**src/rtl/mem_stage_pkg.sv**
```systemverilog
// Shared MEM-stage definitions: FSM state encoding and the MEM->WB bus layout.
// WB and ID decode the buses with the same offsets.
package mem_stage_pkg;

    typedef enum logic [1:0] {
        IDLE = 2'd0,
        WAIT = 2'd1,
        HOLD = 2'd2
    } mem_state_e;

    localparam int EX_BUS_W      = 3;
    localparam int ID_BUS_W      = 39;
    localparam int WB_BUS_W      = 72;

    // MEM->WB bus field offsets
    localparam int WB_ERTN_BIT   = 0;
    localparam int WB_EXCEP_BIT  = 1;
    localparam int WB_WDATA_LSB  = 2;
    localparam int WB_WADDR_LSB  = 34;
    localparam int WB_WE_BIT     = 39;
    localparam int WB_PC_LSB     = 40;

    // Pack the MEM->WB bus in the agreed field order.
    function automatic logic [WB_BUS_W-1:0] pack_wb_bus(
        input logic [31:0] pc,
        input logic        rf_we,
        input logic [4:0]  rf_waddr,
        input logic [31:0] wdata,
        input logic        excep_en,
        input logic        ertn_flush
    );
        return {pc, rf_we, rf_waddr, wdata, excep_en, ertn_flush};
    endfunction

endpackage

```
**src/rtl/mem_stage_load_align.sv**
```systemverilog
// Load alignment: shift the response word down by the byte offset, then
// sign- or zero-extend to the requested width.
module mem_stage_load_align (
    input  logic [31:0] src,
    input  logic [1:0]  addr_lo,
    input  logic        ld_b,
    input  logic        ld_h,
    input  logic        ld_u,
    output logic [31:0] result
);

    logic [31:0] shifted;
    logic        sign_b;
    logic        sign_h;

    // Byte-lane shift followed by width select and extension
    always_comb begin
        shifted = src >> {addr_lo, 3'b000};
        sign_b  = ~ld_u & shifted[7];
        sign_h  = ~ld_u & shifted[15];
        if (ld_b) begin
            result = {{24{sign_b}}, shifted[7:0]};
        end else if (ld_h) begin
            result = {{16{sign_h}}, shifted[15:0]};
        end else begin
            result = shifted;
        end
    end

endmodule

```
**src/rtl/mem_stage.sv**
```systemverilog
// MEM pipeline stage: waits for the data-SRAM response of the instruction it
// holds, aligns load data, forwards the writeback value to ID and hands the
// result to WB. Responses still owed at a flush are counted and swallowed.
module mem_stage
    import mem_stage_pkg::*;
#(
    parameter int MAX_OUTSTANDING = 2
) (
    input  logic                clk,
    input  logic                resetn,
    input  logic                flush,
    output logic                mem_allowin,
    input  logic                ex_to_mem_valid,
    input  logic [31:0]         ex_pc,
    input  logic                ex_mem_req,
    input  logic                ex_res_from_mem,
    input  logic                ex_rf_we,
    input  logic [4:0]          ex_rf_waddr,
    input  logic [31:0]         ex_alu_result,
    input  logic [1:0]          ex_addr_lo,
    input  logic                ex_ld_b,
    input  logic                ex_ld_h,
    input  logic                ex_ld_u,
    input  logic                ex_excep_en,
    input  logic                ex_ertn_flush,
    input  logic                data_sram_data_ok,
    input  logic [31:0]         data_sram_rdata,
    output logic [EX_BUS_W-1:0] mem_to_ex_bus,
    output logic [ID_BUS_W-1:0] mem_to_id_bus,
    input  logic                wb_allowin,
    output logic                mem_to_wb_valid,
    output logic [WB_BUS_W-1:0] mem_to_wb_bus
);

    localparam int              CNT_W   = $clog2(MAX_OUTSTANDING + 1);
    localparam logic [CNT_W-1:0] CNT_MAX = CNT_W'(MAX_OUTSTANDING);

    mem_state_e       state_reg, state_next;
    logic [CNT_W-1:0] drop_cnt_reg, drop_cnt_next;
    logic             mem_valid_reg;

    logic [31:0]      pc_reg;
    logic             req_reg;
    logic             res_from_mem_reg;
    logic             rf_we_reg;
    logic [4:0]       rf_waddr_reg;
    logic [31:0]      alu_result_reg;
    logic [1:0]       addr_lo_reg;
    logic             ld_b_reg;
    logic             ld_h_reg;
    logic             ld_u_reg;
    logic             excep_en_reg;
    logic             ertn_flush_reg;
    logic [31:0]      rbuf_reg;

    logic             accept;
    logic             drop_zero;
    logic             resp_ok;
    logic             drop_inc;
    logic             drop_dec;
    logic             ready_go;
    logic             rbuf_load;
    logic             use_rbuf;
    logic             stall_ld;
    logic [31:0]      load_src;
    logic [31:0]      load_data;
    logic [31:0]      wdata;

    assign accept    = ex_to_mem_valid & mem_allowin;
    assign drop_zero = (drop_cnt_reg == '0);
    // A response only belongs to the current instruction once all stale ones are gone
    assign resp_ok   = data_sram_data_ok & drop_zero;
    assign drop_dec  = data_sram_data_ok & ~drop_zero;
    // Flushing a request still in flight leaves one more response to discard
    assign drop_inc  = flush & (state_reg == WAIT) & ~resp_ok;

    // FSM state register
    always_ff @(posedge clk or negedge resetn) begin
        if (!resetn) begin
            state_reg <= IDLE;
        end else begin
            state_reg <= state_next;
        end
    end

    // FSM next state: flush wins, then a newly accepted request, then response/hold handling
    always_comb begin
        state_next = state_reg;
        if (flush) begin
            state_next = IDLE;
        end else if (accept && ex_mem_req) begin
            state_next = WAIT;
        end else begin
            case (state_reg)
                WAIT:    if (resp_ok) state_next = wb_allowin ? IDLE : HOLD;
                HOLD:    if (wb_allowin) state_next = IDLE;
                default: ;
            endcase
        end
    end

    // FSM outputs: completion, buffering of a response WB cannot take yet, buffer select
    always_comb begin
        ready_go  = 1'b0;
        rbuf_load = 1'b0;
        use_rbuf  = 1'b0;
        case (state_reg)
            IDLE: ready_go = ~req_reg;
            WAIT: begin
                ready_go  = resp_ok;
                rbuf_load = resp_ok & ~wb_allowin;
            end
            HOLD: begin
                ready_go = 1'b1;
                use_rbuf = 1'b1;
            end
            default: ;
        endcase
    end

    // Outstanding-response counter next value; saturates at MAX_OUTSTANDING
    always_comb begin
        drop_cnt_next = drop_cnt_reg;
        if (drop_inc && !drop_dec) begin
            if (drop_cnt_reg != CNT_MAX) begin
                drop_cnt_next = drop_cnt_reg + CNT_W'(1);
            end
        end else if (drop_dec && !drop_inc) begin
            drop_cnt_next = drop_cnt_reg - CNT_W'(1);
        end
    end

    // Drop counter register; survives flushes
    always_ff @(posedge clk or negedge resetn) begin
        if (!resetn) begin
            drop_cnt_reg <= '0;
        end else begin
            drop_cnt_reg <= drop_cnt_next;
        end
    end

    // Valid bit and payload capture from EX
    always_ff @(posedge clk or negedge resetn) begin
        if (!resetn) begin
            mem_valid_reg    <= 1'b0;
            pc_reg           <= '0;
            req_reg          <= 1'b0;
            res_from_mem_reg <= 1'b0;
            rf_we_reg        <= 1'b0;
            rf_waddr_reg     <= '0;
            alu_result_reg   <= '0;
            addr_lo_reg      <= '0;
            ld_b_reg         <= 1'b0;
            ld_h_reg         <= 1'b0;
            ld_u_reg         <= 1'b0;
            excep_en_reg     <= 1'b0;
            ertn_flush_reg   <= 1'b0;
        end else begin
            if (flush) begin
                mem_valid_reg <= 1'b0;
            end else if (mem_allowin) begin
                mem_valid_reg <= ex_to_mem_valid;
            end
            if (accept) begin
                pc_reg           <= ex_pc;
                req_reg          <= ex_mem_req;
                res_from_mem_reg <= ex_res_from_mem;
                rf_we_reg        <= ex_rf_we;
                rf_waddr_reg     <= ex_rf_waddr;
                alu_result_reg   <= ex_alu_result;
                addr_lo_reg      <= ex_addr_lo;
                ld_b_reg         <= ex_ld_b;
                ld_h_reg         <= ex_ld_h;
                ld_u_reg         <= ex_ld_u;
                excep_en_reg     <= ex_excep_en;
                ertn_flush_reg   <= ex_ertn_flush;
            end
        end
    end

    // Response buffer for data WB could not take on arrival
    always_ff @(posedge clk or negedge resetn) begin
        if (!resetn) begin
            rbuf_reg <= '0;
        end else if (rbuf_load) begin
            rbuf_reg <= data_sram_rdata;
        end
    end

    // The counter must never need to exceed its maximum
    assert property (@(posedge clk) disable iff (!resetn)
        !(drop_inc && !drop_dec && drop_cnt_reg == CNT_MAX));

    assign load_src = use_rbuf ? rbuf_reg : data_sram_rdata;

    mem_stage_load_align u_load_align (
        .src     (load_src),
        .addr_lo (addr_lo_reg),
        .ld_b    (ld_b_reg),
        .ld_h    (ld_h_reg),
        .ld_u    (ld_u_reg),
        .result  (load_data)
    );

    assign wdata           = res_from_mem_reg ? load_data : alu_result_reg;
    assign stall_ld        = mem_valid_reg & res_from_mem_reg & ~ready_go;
    assign mem_allowin     = ~mem_valid_reg | (ready_go & wb_allowin);
    assign mem_to_wb_valid = mem_valid_reg & ready_go;
    assign mem_to_ex_bus   = {excep_en_reg, ertn_flush_reg, 1'b0} & {EX_BUS_W{mem_valid_reg}};
    assign mem_to_id_bus   = {stall_ld, rf_we_reg, rf_waddr_reg, wdata} & {ID_BUS_W{mem_valid_reg}};
    assign mem_to_wb_bus   = pack_wb_bus(pc_reg, rf_we_reg, rf_waddr_reg, wdata,
                                         excep_en_reg, ertn_flush_reg);

endmodule
```
**config.mk**
```make
export PLATFORM = sky130hd
export DESIGN_NAME = mem_stage
export DESIGN_NICKNAME = d
export VERILOG_FILES = /design/src/rtl/mem_stage_pkg.sv /design/src/rtl/mem_stage_load_align.sv /design/src/rtl/mem_stage.sv
export SDC_FILE = /design/constraint.sdc
export NUM_CORES = 1
export LEC_CHECK = 0
export ABC_CLOCK_PERIOD_IN_PS = 4510
export CORE_UTILIZATION = 45
export DETAILED_ROUTE_END_ITERATION = 6
export PLACE_DENSITY = 0.87
export SLEW_MARGIN = 30
export SYNTH_ARGS = -nofsm -noshare
export SYNTH_HDL_FRONTEND = slang
export SYNTH_HIERARCHICAL = 1
export SYNTH_SLANG_ARGS = --single-unit
```
**constraint.sdc**
```tcl
create_clock -name clk -period 4.51 [get_ports clk]
set_clock_uncertainty 0.15 [all_clocks]
set_input_delay 0.6765 -clock clk [delete_from_list [all_inputs] [get_ports clk]]
set_output_delay 0.6765 -clock clk [all_outputs]
set_load 0.05 [all_outputs]
```
==> results of run 1 <==
## synth_stat cells (2+ instances only)
cell type | n | share of area [%]
a21oi_1 | 39 | 3.0
o22ai_1 | 79 | 7.5
inv_1 | 4 | 0.23
and2_1 | 40 | 3.8
mux2_2 | 103 | 18
buf_4 | 6 | 0.69
nand2_1 | 185 | 11
nor2_1 | 11 | 0.63
and3_1 | 2 | 0.19
clkbuf_1 | 33 | 1.9
nand3b_1 | 2 | 0.23
mux2_4 | 2 | 0.46
nor3_1 | 6 | 0.46
nor2b_1 | 3 | 0.29
mux2i_1 | 15 | 2.3
dfrtp_1 | 116 | 44
nand2b_1 | 5 | 0.48
buf_2 | 11 | 0.84
and3b_1 | 2 | 0.27
buf_6 | 6 | 1.0
o21ai_0 | 8 | 0.61
buf_1 | 9 | 0.52
## stage by stage
step                      instances  instance area, um^2  hold WS, ns  setup slack, ns
final                          1094                 9435       0.1674           0.1459
after global routing           1094                 9435       0.2227          0.02209
after CTS                      1094                 9430       0.1974          0.07753
after detailed placement       1062                 8785       0.3411           0.3465
after global placement         1062                 8785       0.3305           0.4154
after floorplan                 701                 6556       0.2309           0.4642
## power groups by stage
stage                     logic, W  clock network (W)  registers [W]
final                      0.00172            0.00146        0.00140
after global routing       0.00182            0.00153        0.00143
after CTS                  0.00173            0.00148        0.00140
after detailed placement   0.00172                  0        0.00141
after global placement     0.00169                  0        0.00140
after floorplan            0.00103                  0        0.00151
## critical path, delay by kind of cell (launching register included)
kind	cells	cell delay [ns]
AO/OA/AOI/OAI	1	0.11
buffers and inverters	2	0.99
flip-flops	1	0.49
multiplexers	3	1.09
AND/OR/NAND/NOR	3	0.43
## how the worst max path moves through the flow
| stage | slack, ns | end | from |
|---|---|---|---|
| global placement | 0.42 | mem_to_id_bus[20] | state_reg[0]$_DFFE_PN0P_ |
| CTS | 0.08 | mem_to_id_bus[2] | state_reg[0]$_DFFE_PN0P_ |
| finish | 0.15 | mem_to_id_bus[1] | state_reg[0]$_DFFE_PN0P_ |
| detailed placement | 0.35 | mem_to_id_bus[30] | state_reg[0]$_DFFE_PN0P_ |
| global route | 0.02 | mem_to_id_bus[2] | state_reg[0]$_DFFE_PN0P_ |
| floorplan | 0.46 | mem_to_id_bus[16] | state_reg[0]$_DFFE_PN0P_ |
## cell families after synthesis
logic type	Yosys count
compound gates	133
buf+inv	70
flops	116
mux	120
other cells	1
simple gates	261
## per-layer routing
metal,global-route usage (%),vias up
li1,-,2829
met1,34.95,2876
met2,47.47,288
met3,7.900,36
met4,11.20,0
met5,0,-
## final cells by class
cell class / instances / area [um^2]
clock inverter: 12 / 177.7
fill: 1101 / 4607
clock buffer: 20 / 466.7
inverter: 5 / 18.77
sequential: 116 / 2904
multi-input combinational: 515 / 3332
timing repair buffer: 246 / 2311
tap: 180 / 225.2
## what timing repair did
item,in CTS,in global routing
gates cloned,0,0
resized for setup,1,1
pin swaps,0,0
setup endpoints to repair,16,30
==> flow_summary.yaml, run 1 <==
status:
  outcome: "finished, final reports clean"
timing:
  worstMarginPinSlew_ns: 0.9042
  slew-limit-headroom_pct: 39.72
  drv_slew: 0
  period_needed_ns: 4.364
  tns_ns: 0
  setup_viol: 0
  hold_viol_final: 0
  fin_crit_sh_pct: 96.76
  fmax_mhz: 229.1
  grt_setup_unrepaired: "no"
placement:
  io_buffers: 231
  hpwl_um: 14510
  place_congestion: 0.8500
logic_synthesis:
  synth_flop_cell: "dfrtp_1"
  synth_edf_count: 0
  synth-compound-area-share_pct: 12.42
  synth_top_family_by_area: "multiplexers"
  yosysWarnings: 6
  yosys.area_share.simple_pct: 17.56
  yosys.area_share.adder_pct: 0
  synth_xor_area_share_pct: 0
  synth_cell_types: 36
  ys_ff_latch: 116
  async_reset_ff_share_pct: 100.0
  syn-mean-instance-area_um2: 9.353
  ys_seq_area_share_pct: 44.27
  synthCells: 701
  synth_area_um2: 6556
  syn_nets: 818
  muxShareOfSynthArea_pct: 20.44
route:
  firstDrtPassIters: 5
  drc: 0
  drt-met1-wl_um: 8398
  wirelength_um: 20790
  drt-vias-per-instance: 5.511
  drt_iter0_markers: 436
  wl_met2_um: 10130
  route.met3.wl_um: 1708
  wire_per_inst_um: 19.00
  vias: 6029
  top_layer: "met4"
  antenna_left: 0
cts:
  worstSkewPairLatency_ns: 0.42
  path_clk_slew_ns: 0.05
  cts_inserted_buffers: 17
  h-tree-depth: 4
  cts-root-buf: "clkbuf_16"
  post_cts_buffers: 0
  max-clock-path-buffers: 2
  cts_sinks: 116
  cts_tree: "built"
  hold_buffers: 0
global_routing:
  grt_pass1_wl_um: 32280
  grt_max_degree: 80
  first_global_vias: 6022
  antenna_found_initial: 0
  grtUsageTotal_pct: 28.54
  overflow: 0
pwr:
  power.density_nw_per_um2: 486.3
  finalPower_w: 0.004588
  power_frac_comb_pct: 37.5
  peakVddDrop_mv: 0.3359
  clkPwrFrac_pct: 31.9
  p_int_w: 0.002877
  seqPwrFrac_pct: 30.5
  switching_share_pct: 37.30
  switchingPower_w: 0.001711
  power_leakage_nw: 4.090
final_layout:
  layout.nets: 1018
  diodes: 0
  syn2layout_area_growth_pct: 43.91
  drive_gt1_share_pct: 23.09
  final_common_cell: "nand2_1"
  mostFrequentLayoutCells: "nand2_1, clkdlybuf4s50_1, dfrtp_1"
  postLayoutCoreUtil_pct: 67.19
setup_path:
  reg2reg_slack_ns: 1.67
  crit_type: "flop to primary output"
  arrival_ns: 3.54
  critPathSlowestCell: "clkdlybuf4s50_1"
  cp_cell_sequence: "nor2b_2, buf_6, mux2_2, mux2_2, nand2_1, o21ai_0, mux2_2, and2_1, clkdlybuf4s50_1"
  cp-end-kind: "primary output"
  crit_required_ns: 3.68
  reg2reg_from: "mem_valid_reg$_DFFE_PN0P_"
  cp_common_cell: "mux2_2"
  path_max_fanout: 32
  max_stage_delay_ns: 0.69
  reg2reg_to: "alu_result_reg[25]$_DFFE_PN0N_"
  r2r_cells: 5
  cp-start-kind: "flop"
die:
  ios: 233
  start_util_pct: 46.69
  rows: 43
  coreArea_um2: 14040
  die_x_um: 122.7
  die_h_um: 122.7
  die_area_um2: 15060
run:
  cap_violations: 0
min_path:
  hold_path.class: "input port to asynchronous set/reset pin"
No activity file was read; power rests on OpenSTA's default activity.
==> run 2, diff against run 1 <==
--- a/config.mk
+++ b/config.mk
@@ -9,6 +9,7 @@
 export CORE_UTILIZATION = 45
 export DETAILED_ROUTE_END_ITERATION = 6
 export PLACE_DENSITY = 0.87
+export RECOVER_POWER = 100
 export SLEW_MARGIN = 30
 export SYNTH_ARGS = -nofsm -noshare
 export SYNTH_HDL_FRONTEND = slang
==> run 2 against run 1 <==
  * Register-to-register slack lost 0.78 ns
  * Sequential share of layout area grew 0.31 points
  * The flow now finishes with violations (max-capacitance violations, max-slew violations)
  * Non-clock buffer count is the same
  * Global-route usage is the same
  * Final cell count is the same
  * Die area is the same
  * Critical path type unchanged
==> flow_summary.yaml, run 2 (same netlist as run 1, synthesis figures left out) <==
route:
  vias: 6041
  drt-vias-per-instance: 5.522
  wire_per_inst_um: 18.96
  drc: 0
  firstDrtPassIters: 5
  wirelength_um: 20740
  drt_iter0_markers: 433
  antenna_left: 0
setup_path:
  max_stage_delay_ns: 0.69
  arrival_ns: 3.56
  r2r_cells: 5
  reg2reg_to: "alu_result_reg[25]$_DFFE_PN0N_"
  cp-end-kind: "primary output"
  reg2reg_slack_ns: 0.89
  crit_family: "multiplexers"
  reg2reg_from: "mem_valid_reg$_DFFE_PN0P_"
  cp-startpoint: "state_reg[0]$_DFFE_PN0P_"
  cp_cell_sequence: "nor2b_2, buf_6, mux2_1, mux2_2, nand2_1, o21ai_0, mux2_2, and2_1, clkdlybuf4s50_1"
  endpoint: "mem_to_id_bus[1]"
  cp-start-kind: "flop"
  crit_type: "flop to primary output"
  cp_common_cell: "mux2_2"
  crit_buf_inv: 2
  path_max_fanout: 32
  crit_required_ns: 3.68
  cp.depth: 9
  critPathSlowestCell: "clkdlybuf4s50_1"
status:
  failed_checks: "max-capacitance violations, max-slew violations"
  outcome: "complete, but fails checks"
min_path:
  hold_path.class: "flop to flop"
timing:
  fin_crit_sh_pct: 97.24
  fmax_mhz: 228.0
  setup_viol: 0
  grt_setup_unrepaired: "no"
  slew-limit-headroom_pct: -103.5
  worstMarginPinSlew_ns: 3.053
  period_needed_ns: 4.386
  hold_viol_final: 0
  tns_ns: 0
  drv_slew: 176
placement:
  io_buffers: 231
  hpwl_um: 14510
  place_congestion: 0.8500
  dp.cells: 1062
final_layout:
  diodes: 0
  final_common_cell: "nand2_1"
  fill_cells: 1125
  layout.cells.non_filler: 1094
  syn2layout_area_growth_pct: 42.50
  mostFrequentLayoutCells: "nand2_1, clkdlybuf4s50_1, dfrtp_1"
  drive_gt1_share_pct: 21.77
  layout.nets: 1018
cts:
  h-tree-depth: 4
  cts_inserted_buffers: 17
  worstSkewPairLatency_ns: 0.42
  cts-root-buf: "clkbuf_16"
  max-clock-path-buffers: 2
  path_clk_slew_ns: 0.05
  cts_tree: "built"
  cts_sinks: 116
run:
  cap_violations: 4
die:
  die_area_um2: 15060
  ios: 233
  die_x_um: 122.7
  start_util_pct: 46.69
  die_h_um: 122.7
  coreArea_um2: 14040
  rows: 43
global_routing:
  overflow: 0
  grt_max_degree: 80
  grt_pass1_wl_um: 32280
  grtUsageTotal_pct: 28.54
  antenna_found_initial: 0
  first_global_vias: 6022
pwr:
  peakVddDrop_mv: 0.3251
  power_leakage_nw: 4.142
  power.density_nw_per_um2: 484.0
run 2: cell types whose count changed in the layout (fill, tap and decap cells not counted), moves of 5 or more:
cell | previous run | this run
clkbuf_4 | 0 | 12
mux2_1 | 0 | 6
mux2_2 | 103 | 97
buf_4 | 63 | 27
dlygate4sd3_1 | 0 | 62
clkbuf_1 | 0 | 5
clkbuf_2 | 0 | 21
clkdlybuf4s50_1 | 180 | 118
run 2: cell type report:
| type | instances | area, um^2 | area share, % |
|---|---|---|---|
| clock buffer | 20 | 466.7 | 4.995 |
| inverter | 5 | 18.77 | 0.2009 |
| clock inverter | 12 | 177.7 | 1.902 |
| tap | 180 | 225.2 | 2.411 |
| multi-input combinational | 515 | 3321 | 35.54 |
| sequential | 116 | 2904 | 31.08 |
| timing repair buffer | 246 | 2230 | 23.87 |
run 2: layer usage:
layer  global-route usage [%]  part of all wire [%]  vias to the layer above  wire [um]
met3                    7.900                   7.7                       41       1605
met1                    34.95                    41                     2892       8445
met2                    47.47                    49                      268      10120
met5                        0                     0                        -          0
li1                         -                     -                     2840          -
met4                    11.20                   2.8                        0        575
run 2: how the worst min path moves through the flow:
stage	startpoint	depth (start not counted)	slack (ns)	to
after global placement	rbuf_reg[25]$_DFFE_PN0P_	1	0.33	rbuf_reg[25]$_DFFE_PN0P_
final	rbuf_reg[9]$_DFFE_PN0P_	1	0.35	rbuf_reg[9]$_DFFE_PN0P_
after detailed placement	rbuf_reg[29]$_DFFE_PN0P_	1	0.34	rbuf_reg[29]$_DFFE_PN0P_
after global routing	rbuf_reg[12]$_DFFE_PN0P_	1	0.37	rbuf_reg[12]$_DFFE_PN0P_
after floorplan	resetn	0	0.23	addr_lo_reg[0]$_DFFE_PN0N_
after CTS	resetn	1	0.20	rbuf_reg[4]$_DFFE_PN0P_
run 2: where the power goes:
| part | leakage [nW] | internal, W | switching [W] |
|---|---|---|---|
| sequential | 1.44 | 0.00125 | 0.000148 |
| clock | 0.304 | 0.000967 | 0.000499 |
| combinational | 2.40 | 0.000599 | 0.00106 |
| total | 4.14 | 0.00282 | 0.00171 |
run 2: what timing repair did:
item	in CTS	in global routing
setup endpoints to repair	16	30
resized for setup	1	1
hold buffers	0	0
pin swaps	0	0
buffers inserted	0	0
run 2: per-stage QoR:
stage	utilization [%]	area, um^2	hold slack (ns)	setup slack, ns	total power (W)
2_1_floorplan	-	6556	0.2309	0.4642	0.002542
5_1_grt	66.53	9343	0.3679	0.01765	0.004702
6_report	66.53	9343	0.3490	0.1244	0.004522
3_3_place_gp	62.56	8785	0.3305	0.4154	0.003089
3_5_place_dp	62.56	8785	0.3411	0.3465	0.003131
4_1_cts	67.16	9430	0.1974	0.07753	0.004607
